===== config.mk =====
export PLATFORM = sky130hd
export DESIGN_NAME = block_code_encoder
export DESIGN_NICKNAME = d
export VERILOG_FILES = /design/src/rtl/block_code_encoder.sv
export SDC_FILE = /design/constraint.sdc
export NUM_CORES = 1
export LEC_CHECK = 0
export ABC_AREA = 1
export ABC_CLOCK_PERIOD_IN_PS = 2140
export CORE_ASPECT_RATIO = 0.9
export CORE_MARGIN = 2
export CORE_UTILIZATION = 25
export DETAILED_ROUTE_END_ITERATION = 6
export PLACE_DENSITY = 0.52
export SKIP_CTS_REPAIR_TIMING = 1
export SLEW_MARGIN = 25
export SYNTH_ARGS = -nofsm -noshare
export SYNTH_HDL_FRONTEND = slang
export SYNTH_SLANG_ARGS = --single-unit

===== constraint.sdc =====
create_clock -name clk -period 2.14 [get_ports clk]
set_input_delay 0.214 -clock clk [delete_from_list [all_inputs] [get_ports clk]]
set_output_delay 0.214 -clock clk [all_outputs]
set_load 0.05 [all_outputs]

===== src/rtl/block_code_encoder.sv =====
// Systematic RS(n, n-2) encoder over GF(16): passes k data symbols, then appends two parity symbols.
// Optional BLOCK_ENC_CW_COUNT_EN adds a 16-bit count of completed codewords (cw_count).
module block_code_encoder #(
    parameter int DATA_WIDTH      = 4,
    parameter int MIN_CODE_LENGTH = 3
) (
    input  logic                  clk,
    input  logic                  rst,
    input  logic [DATA_WIDTH-1:0] tx_data,
    input  logic                  tx_data_valid,
    output logic                  tx_data_ready,
    input  logic [3:0]            code_length,
    output logic [DATA_WIDTH-1:0] tx_symbols,
    output logic                  tx_symbols_valid,
    output logic                  tx_symbols_last,
    input  logic                  tx_symbols_ready,
    output logic                  cfg_err
`ifdef BLOCK_ENC_CW_COUNT_EN
    ,
    output logic [15:0]           cw_count
`endif
);

    if (DATA_WIDTH != 4) begin : g_bad_width
        $error("block_code_encoder: DATA_WIDTH must be 4 (GF(16))");
    end

    localparam logic [3:0] G1      = 4'h6;
    localparam logic [3:0] G0      = 4'h8;
    localparam logic [3:0] MIN_LEN = 4'(MIN_CODE_LENGTH);

    // Handshakes: a transfer happens on any rising edge where valid and ready are
    // both high; valid never depends on ready, and a presented symbol is held until taken.

    typedef enum logic [1:0] {IDLE, DATA, PARITY} state_t;

    state_t                  state;
    logic [3:0]              k_q;
    logic [3:0]              cnt;
    logic                    par_sel;
    logic [DATA_WIDTH-1:0]   r0;
    logic [DATA_WIDTH-1:0]   r1;

    // Multiply in GF(2^4) with primitive polynomial x^4+x+1.
    function automatic logic [3:0] gf_mul(input logic [3:0] a, input logic [3:0] b);
        logic [3:0] acc;
        logic [3:0] sh;
        acc = 4'h0;
        sh  = a;
        for (int i = 0; i < 4; i++) begin
            if (b[i]) acc = acc ^ sh;
            sh = sh[3] ? ({sh[2:0], 1'b0} ^ 4'h3) : {sh[2:0], 1'b0};
        end
        return acc;
    endfunction

    logic       out_free;
    logic       len_ok;
    logic       in_hs;
    logic       out_hs;
    logic [3:0] fb;
    logic [3:0] cnt_nxt;

    assign out_free = ~tx_symbols_valid | tx_symbols_ready;
    assign len_ok   = code_length >= MIN_LEN;
    // The live length check closes the window between leaving reset/PARITY and cfg_err registering.
    assign tx_data_ready = (state != PARITY) & ~cfg_err & ~((state == IDLE) & ~len_ok) & out_free;
    assign in_hs    = tx_data_valid & tx_data_ready;
    assign out_hs   = tx_symbols_valid & tx_symbols_ready;
    assign fb       = tx_data ^ r1;
    assign cnt_nxt  = 4'(cnt + 4'd1);

    always_ff @(posedge clk) begin
        if (rst) begin
            state            <= IDLE;
            k_q              <= 4'd0;
            cnt              <= 4'd0;
            par_sel          <= 1'b0;
            r0               <= '0;
            r1               <= '0;
            tx_symbols       <= '0;
            tx_symbols_valid <= 1'b0;
            tx_symbols_last  <= 1'b0;
            cfg_err          <= 1'b0;
        end else begin
            if (out_hs) begin
                tx_symbols_valid <= 1'b0;
                tx_symbols_last  <= 1'b0;
            end

            if (in_hs) begin
                r1               <= r0 ^ gf_mul(fb, G1);
                r0               <= gf_mul(fb, G0);
                tx_symbols       <= tx_data;
                tx_symbols_valid <= 1'b1;
                tx_symbols_last  <= 1'b0;
            end

            case (state)
                IDLE: begin
                    cfg_err <= ~len_ok;
                    if (in_hs) begin
                        k_q   <= 4'(code_length - 4'd2);
                        cnt   <= 4'd1;
                        state <= (code_length == MIN_LEN) ? PARITY : DATA;
                    end
                end
                DATA: begin
                    if (in_hs) begin
                        cnt <= cnt_nxt;
                        if (cnt_nxt == k_q) state <= PARITY;
                    end
                end
                PARITY: begin
                    if (out_free) begin
                        tx_symbols_valid <= 1'b1;
                        if (!par_sel) begin
                            tx_symbols      <= r1;
                            tx_symbols_last <= 1'b0;
                            par_sel         <= 1'b1;
                        end else begin
                            // Once r0 sits in the output register the next codeword may start.
                            tx_symbols      <= r0;
                            tx_symbols_last <= 1'b1;
                            r0              <= '0;
                            r1              <= '0;
                            par_sel         <= 1'b0;
                            cnt             <= 4'd0;
                            state           <= IDLE;
                        end
                    end
                end
                default: state <= IDLE;
            endcase
        end
    end

`ifdef BLOCK_ENC_CW_COUNT_EN
    always_ff @(posedge clk) begin
        if (rst) cw_count <= 16'd0;
        else if (out_hs && tx_symbols_last) cw_count <= 16'(cw_count + 16'd1);
    end
`endif

endmodule

# ---- After elaboration in Yosys (flattened, before gate mapping)
# Index checks and enable logic that the tools add are counted.
dict set report word_totals {
  ff_bits 26
  inputBits 12
  elab_cells 87
}
dict set report classes {
  add_sub_neg 2
  order_cmp 1
  n_eq_ne 10
  n_mux 41
  n_bitwise 17
  reduce_logical 6
}
# operator n
set ops {}
lappend ops {{$mux W4} 20}
lappend ops {{$mux W2} 9}
lappend ops {{$ne A2 B2 Y1 const B} 6}
lappend ops {{$pmux W4 S3} 1}
lappend ops {{$xor A4 B4 Y4} 3}
lappend ops {{$mux W1} 10}
lappend ops {{$reduce_and A5 Y1} 2}
lappend ops {{$and A1 B1 Y1} 6}
lappend ops {{$not A2 Y2} 3}
lappend ops {{$pmux W2 S3} 1}
lappend ops {{$add A4 B1 Y4 const B} 1}
lappend ops {{$eq A4 B2 Y1 const B} 1}
lappend ops {{$eq A4 B4 Y1} 1}
lappend ops {{$ge A4 B2 Y1 const B} 1}
lappend ops {{$not A1 Y1} 4}
lappend ops {{$reduce_and A2 Y1} 2}
lappend ops {{$sub A4 B2 Y4 const B} 1}
lappend ops {{$reduce_bool A3 Y1} 1}
lappend ops {{$eq A2 B1 Y1 const B} 1}
lappend ops {{$eq A2 B2 Y1 const B} 1}
lappend ops {{$logic_not A2 Y1} 1}
lappend ops {{$or A1 B1 Y1} 1}

# ---- Logic depth before layout (Yosys ltp)
# Gate-level depths: netlist (run 1).
dict set report depth {
  ltp_word 17
  ltp_mapped 12
}

# ---- Worst setup path after synthesis (run 1)
# Ideal clock, no wire load.
dict set report synth_path {
  path_type {flip-flop to flip-flop}
  from {register state[0]}
  to {register cnt[0]}
  setup_ns 0.111
  t_arrival_ns 1.460
  required_time_ns 2.029
  slack_ns 0.569
  stages_incl_launch_ff 10
  n_path_buf 0
  synth_period_minus_slack_ns 1.571
  cell_sequence {dfxtp_1 > inv_1 > ha_1 > inv_1 > nand2_2 > nor2_4 > nand3_4 > a21oi_4 > and3_1 > nor2_1}
}
dict set report synth_via {
  elab_chain_len 8
  elab_cells_between_ends 17
  cone_classes {eq/ne (7); mux (1); bitwise (6); reduce/logical (3)}
}
# element line
set synth_lines {}
lappend synth_lines {{start, declared} 37} ;# state_t state;
lappend synth_lines {{start signal, assigned} 105} ;# state <= (code_length == MIN_LEN) ? PARITY : DATA;
lappend synth_lines {{$logic_not A2 Y1} {67, 99}}
lappend synth_lines {{$and A1 B1 Y1} 67} ;# assign tx_data_ready = (state != PARITY) & ~cfg_err & ~((state == IDLE) & ~len_ok) & out_free;
lappend synth_lines {{$not A1 Y1} 67}
lappend synth_lines {{$and A1 B1 Y1 (2 in a row)} 67}
lappend synth_lines {{$and A1 B1 Y1} 68} ;# assign in_hs = tx_data_valid & tx_data_ready;
lappend synth_lines {{$ne A2 B2 Y1 (no source line)} -}
lappend synth_lines {{$reduce_and A5 Y1 (no source line)} -}
lappend synth_lines {{end signal, assigned} 110} ;# cnt <= cnt_nxt;
lappend synth_lines {{end, declared} 39} ;# logic [3:0] cnt;
# Parallel ways exist; a longest one is shown, timed or not.
# A chain may end at the register's enable or synchronous reset.

# ---- Worst setup path in the final report (run 1)
dict set report layout_path {
  from {register state[0]}
  to {register cnt[3]}
}
# The elaborated chain is that of the path after synthesis.

==> flow_summary.yaml, run 1 <==
outcome:
  status: "completed"
worst_setup_path:
  critPathRequiredTime_ns: 2.35
  timing.rr.end: "cnt[3]$_SDFFE_PP0P_"
  reg2reg_depth: 11
  reg2reg_slack_ns: 0.26
  crit_end: "cnt[3]$_SDFFE_PP0P_"
  worstSetupStartpoint: "state[0]$_SDFFE_PP0P_"
  timing.rr.start: "state[0]$_SDFFE_PP0P_"
  path_class: "flip-flop to flip-flop"
  startpoint_type: "flip-flop"
  crit_fanout: 17
  worstPathArrival_ns: 2.10
  critical_path.endpoint_type: "flip-flop"
timing:
  fmax_mhz: 531
  relSlewSlack_pct: 66.0
  period_minus_slack_ns: 1.88
  slew_viol_final: 0
  post-route-period-util_pct: 88.1
  tightest_slew_ns: 0.508
  hold_violations: 0
  finalSetupViolations: 0
  fin_worst_skew_ns: 0.00655
  timing.setup.tns_ns: 0
  rsz0062_at_grt: "no"
drt:
  ant_nets: 0
  avgViaCountPerCell: 4.34
  routed_wl_microns: 3310
  drcViolationCount: 0
  dr.first_iter.drc_count: 60
  first_pass_iters: 4
  wl_per_cell_microns: 10.2
  vias: 1405
grt:
  grt_use_total_pct: 10.8
  grt_first_pass_wirelength_microns: 5950
  top_usage_layer: "met2"
  first_global_vias: 1330
  antenna_found_initial: 0
  use_met3_pct: 1.68
  met2_usage_pct: 16.3
  grt_max_degree: 18
  met1_usage_pct: 15.4
  grt_overflow: 0
logic_synthesis:
  yosys_warnings: 0
  yosysTopAreaCell: "dfxtp_1"
  synthAdderAreaFrac_pct: 4.88
  synth.avg_cell_area_sq_um: 6.66
  synth-xor-area-share_pct: 5.70
  ys_seq_elements: 26
  synth-compound-area-share_pct: 12.7
  synth_top_family_by_area: "simple AND/OR/NAND/NOR gates"
  muxShareOfSynthArea_pct: 0
  yosys.area_share.simple_pct: 31.7
  yosysTopAreaCellShare_pct: 33.8
  synth.area.top_cells: "dfxtp_1 34%, nand2_1 15%, inv_1 10%, nand3_1 7.5%, a21oi_1 5.9%"
  syn-instance-count: 231
  ys_types: 25
  synth-seq-area-share_pct: 33.8
  synth_area_sq_um: 1540
  syn_nets: 249
die:
  ios: 20
  die-area_sq_um: 6800
  die_w_microns: 86.7
  rows: 27
  start_util_pct: 25.4
  chipHeight_microns: 78.4
  core_area_sq_um: 6050
final_layout:
  fillers: 643
  drive_above_1_share_pct: 5.95
  final_nets: 271
  area_growth_pct: 23.1
  antenna_cells: 0
  final_util_pct: 31.3
  mostFrequentLayoutCells: "63 x nand2_1, 41 x inv_1, 26 x dfxtp_1, 23 x nand3_1"
  layout_commonest_cell: "nand2_1"
power:
  switching_share_pct: 45.8
  leakage_uw: 0.000889
  p_clk_share_pct: 15.8
  powerDensity_nw_per_um2: 1400
  pwr-share-seq_pct: 29.8
  comb_power_share_pct: 54.4
  p_int_uw: 1430
  power.switching_uw: 1210
  vdd_ir_drop_max_uv: 762
clock_network:
  tritoncts: "done"
  root_buffer: "clkbuf_8"
  cts_inserted_buffers: 3
  clk_latency_ns: 0.27
  clk_pin_slew_ns: 0.10
  htree_levels: 1
  clock_sinks: 26
  clockBufferDepth: 2
place:
  place.port_buffers: 19
  place_congestion: 0.754
  hpwl_microns: 2510
flow_run:
  cap_violations: 0
worst_hold_path:
  hp-class: "flip-flop to flip-flop"
-- worst max-delay path: stages (launching register included) --
cell and delay [ns]:
dfxtp_1 0.40, inv_1 0.09, ha_1 0.23, inv_1 0.11, nand2_2 0.07, nor2_4 0.11
nand3_4 0.20, a21oi_4 0.32, nand2_4 0.11, nand2_1 0.07, inv_1 0.03, nor2_1 0.09
-- stage by stage --
stage               instances  hold slack (ns)  cell area (sq um)  setup slack, ns  power [uW]
floorplan                 231            0.283               1540            0.569        1880
global placement          320            0.486               1820            0.277        2230
detailed placement        320            0.485               1820            0.262        2230
CTS                       324            0.501               1890            0.249        2660
global route              324            0.529               1890           0.0677        2910
finish                    324            0.496               1890            0.255        2640
-- cells in the mapped netlist --
cell type	instances
nand2_4	1
o211ai_1	1
and3_1	1
inv_1	41
a21oi_4	1
buf_1	1
ha_1	6
nand2_1	63
buf_2	2
xnor2_1	6
nor2_4	1
a31oi_1	1
nand3_1	23
xor2_1	4
nand2_2	3
nor2_1	14
nand3_4	1
o21bai_1	2
o21ai_0	9
nor2_2	1
a211oi_1	2
a21oi_1	18
inv_2	1
nand4_1	2
dfxtp_1	26
-- per-layer routing --
layer | vias to the layer above | wire length [microns]
li1 | 769 | -
met1 | 610 | 1870
met2 | 22 | 1320
met3 | 4 | 84
met4 | 0 | 40
met5 | - | 0
-- how the worst min path moves through the flow --
stage | start | slack (ns) | end | cells past startpoint
6_report | r1[1]$_SDFF_PP0_ | 0.50 | r1[1]$_SDFF_PP0_ | 2
5_1_grt | r1[3]$_SDFF_PP0_ | 0.53 | r1[3]$_SDFF_PP0_ | 2
4_1_cts | r1[1]$_SDFF_PP0_ | 0.50 | r1[1]$_SDFF_PP0_ | 2
3_5_place_dp | r1[1]$_SDFF_PP0_ | 0.48 | r1[1]$_SDFF_PP0_ | 2
3_3_place_gp | r1[1]$_SDFF_PP0_ | 0.49 | r1[1]$_SDFF_PP0_ | 2
2_1_floorplan | rst | 0.28 | cfg_err$_SDFFE_PP0P_ | 1
-- cells by family (layout without fill, tap and decap cells) --
logic type               Yosys count  count (layout)
XOR/XNOR                          10              10
flip-flops                        26              26
adder cells (fa/ha/maj)            6               6
buffers and inverters             45              66
AND/OR/NAND/NOR                  110             110
AO/OA/AOI/OAI                     34              34
-- registers in the layout (all words and copies together) (netlist names) --
register          flops
cnt                   4
k_q                   4
r0                    4
r1                    4
tx_symbols            4
state                 2
cfg_err               1
par_sel               1
tx_symbols_last       1
tx_symbols_valid      1
-- power by group through the flow --
| stage | clock, uW | sequential [uW] | combinational (uW) |
|---|---|---|---|
| after floorplan | 0 | 869 | 1010 |
| after global placement | 0 | 805 | 1430 |
| after detailed placement | 0 | 799 | 1430 |
| after CTS | 428 | 790 | 1450 |
| after global routing | 444 | 817 | 1650 |
| final | 416 | 788 | 1440 |
-- cell type report --
type                    count  area, sq um  area share [%]
multi-input cells         160          846            44.7
flip-flops and latches     26          520            27.5
repair buffers             20          208            11.0
inverters                  42          158            8.33
well taps                  72         90.1            4.76
clock buffers               3         41.3            2.18
clock inverters             1         30.0            1.59
Note: power is estimated with default switching activity, not from simulation.
==> inputs of run 2 (changes only) <==
--- a/config.mk
+++ b/config.mk
@@ -10,6 +10,7 @@
 export CORE_ASPECT_RATIO = 0.9
 export CORE_MARGIN = 2
 export CORE_UTILIZATION = 25
+export CTS_BUF_LIST = sky130_fd_sc_hd__clkbuf_8
 export DETAILED_ROUTE_END_ITERATION = 6
 export PLACE_DENSITY = 0.52
 export SKIP_CTS_REPAIR_TIMING = 1
==> results of run 2 <==
No change in the layout: final DEF, timing and power equal those of run 1.
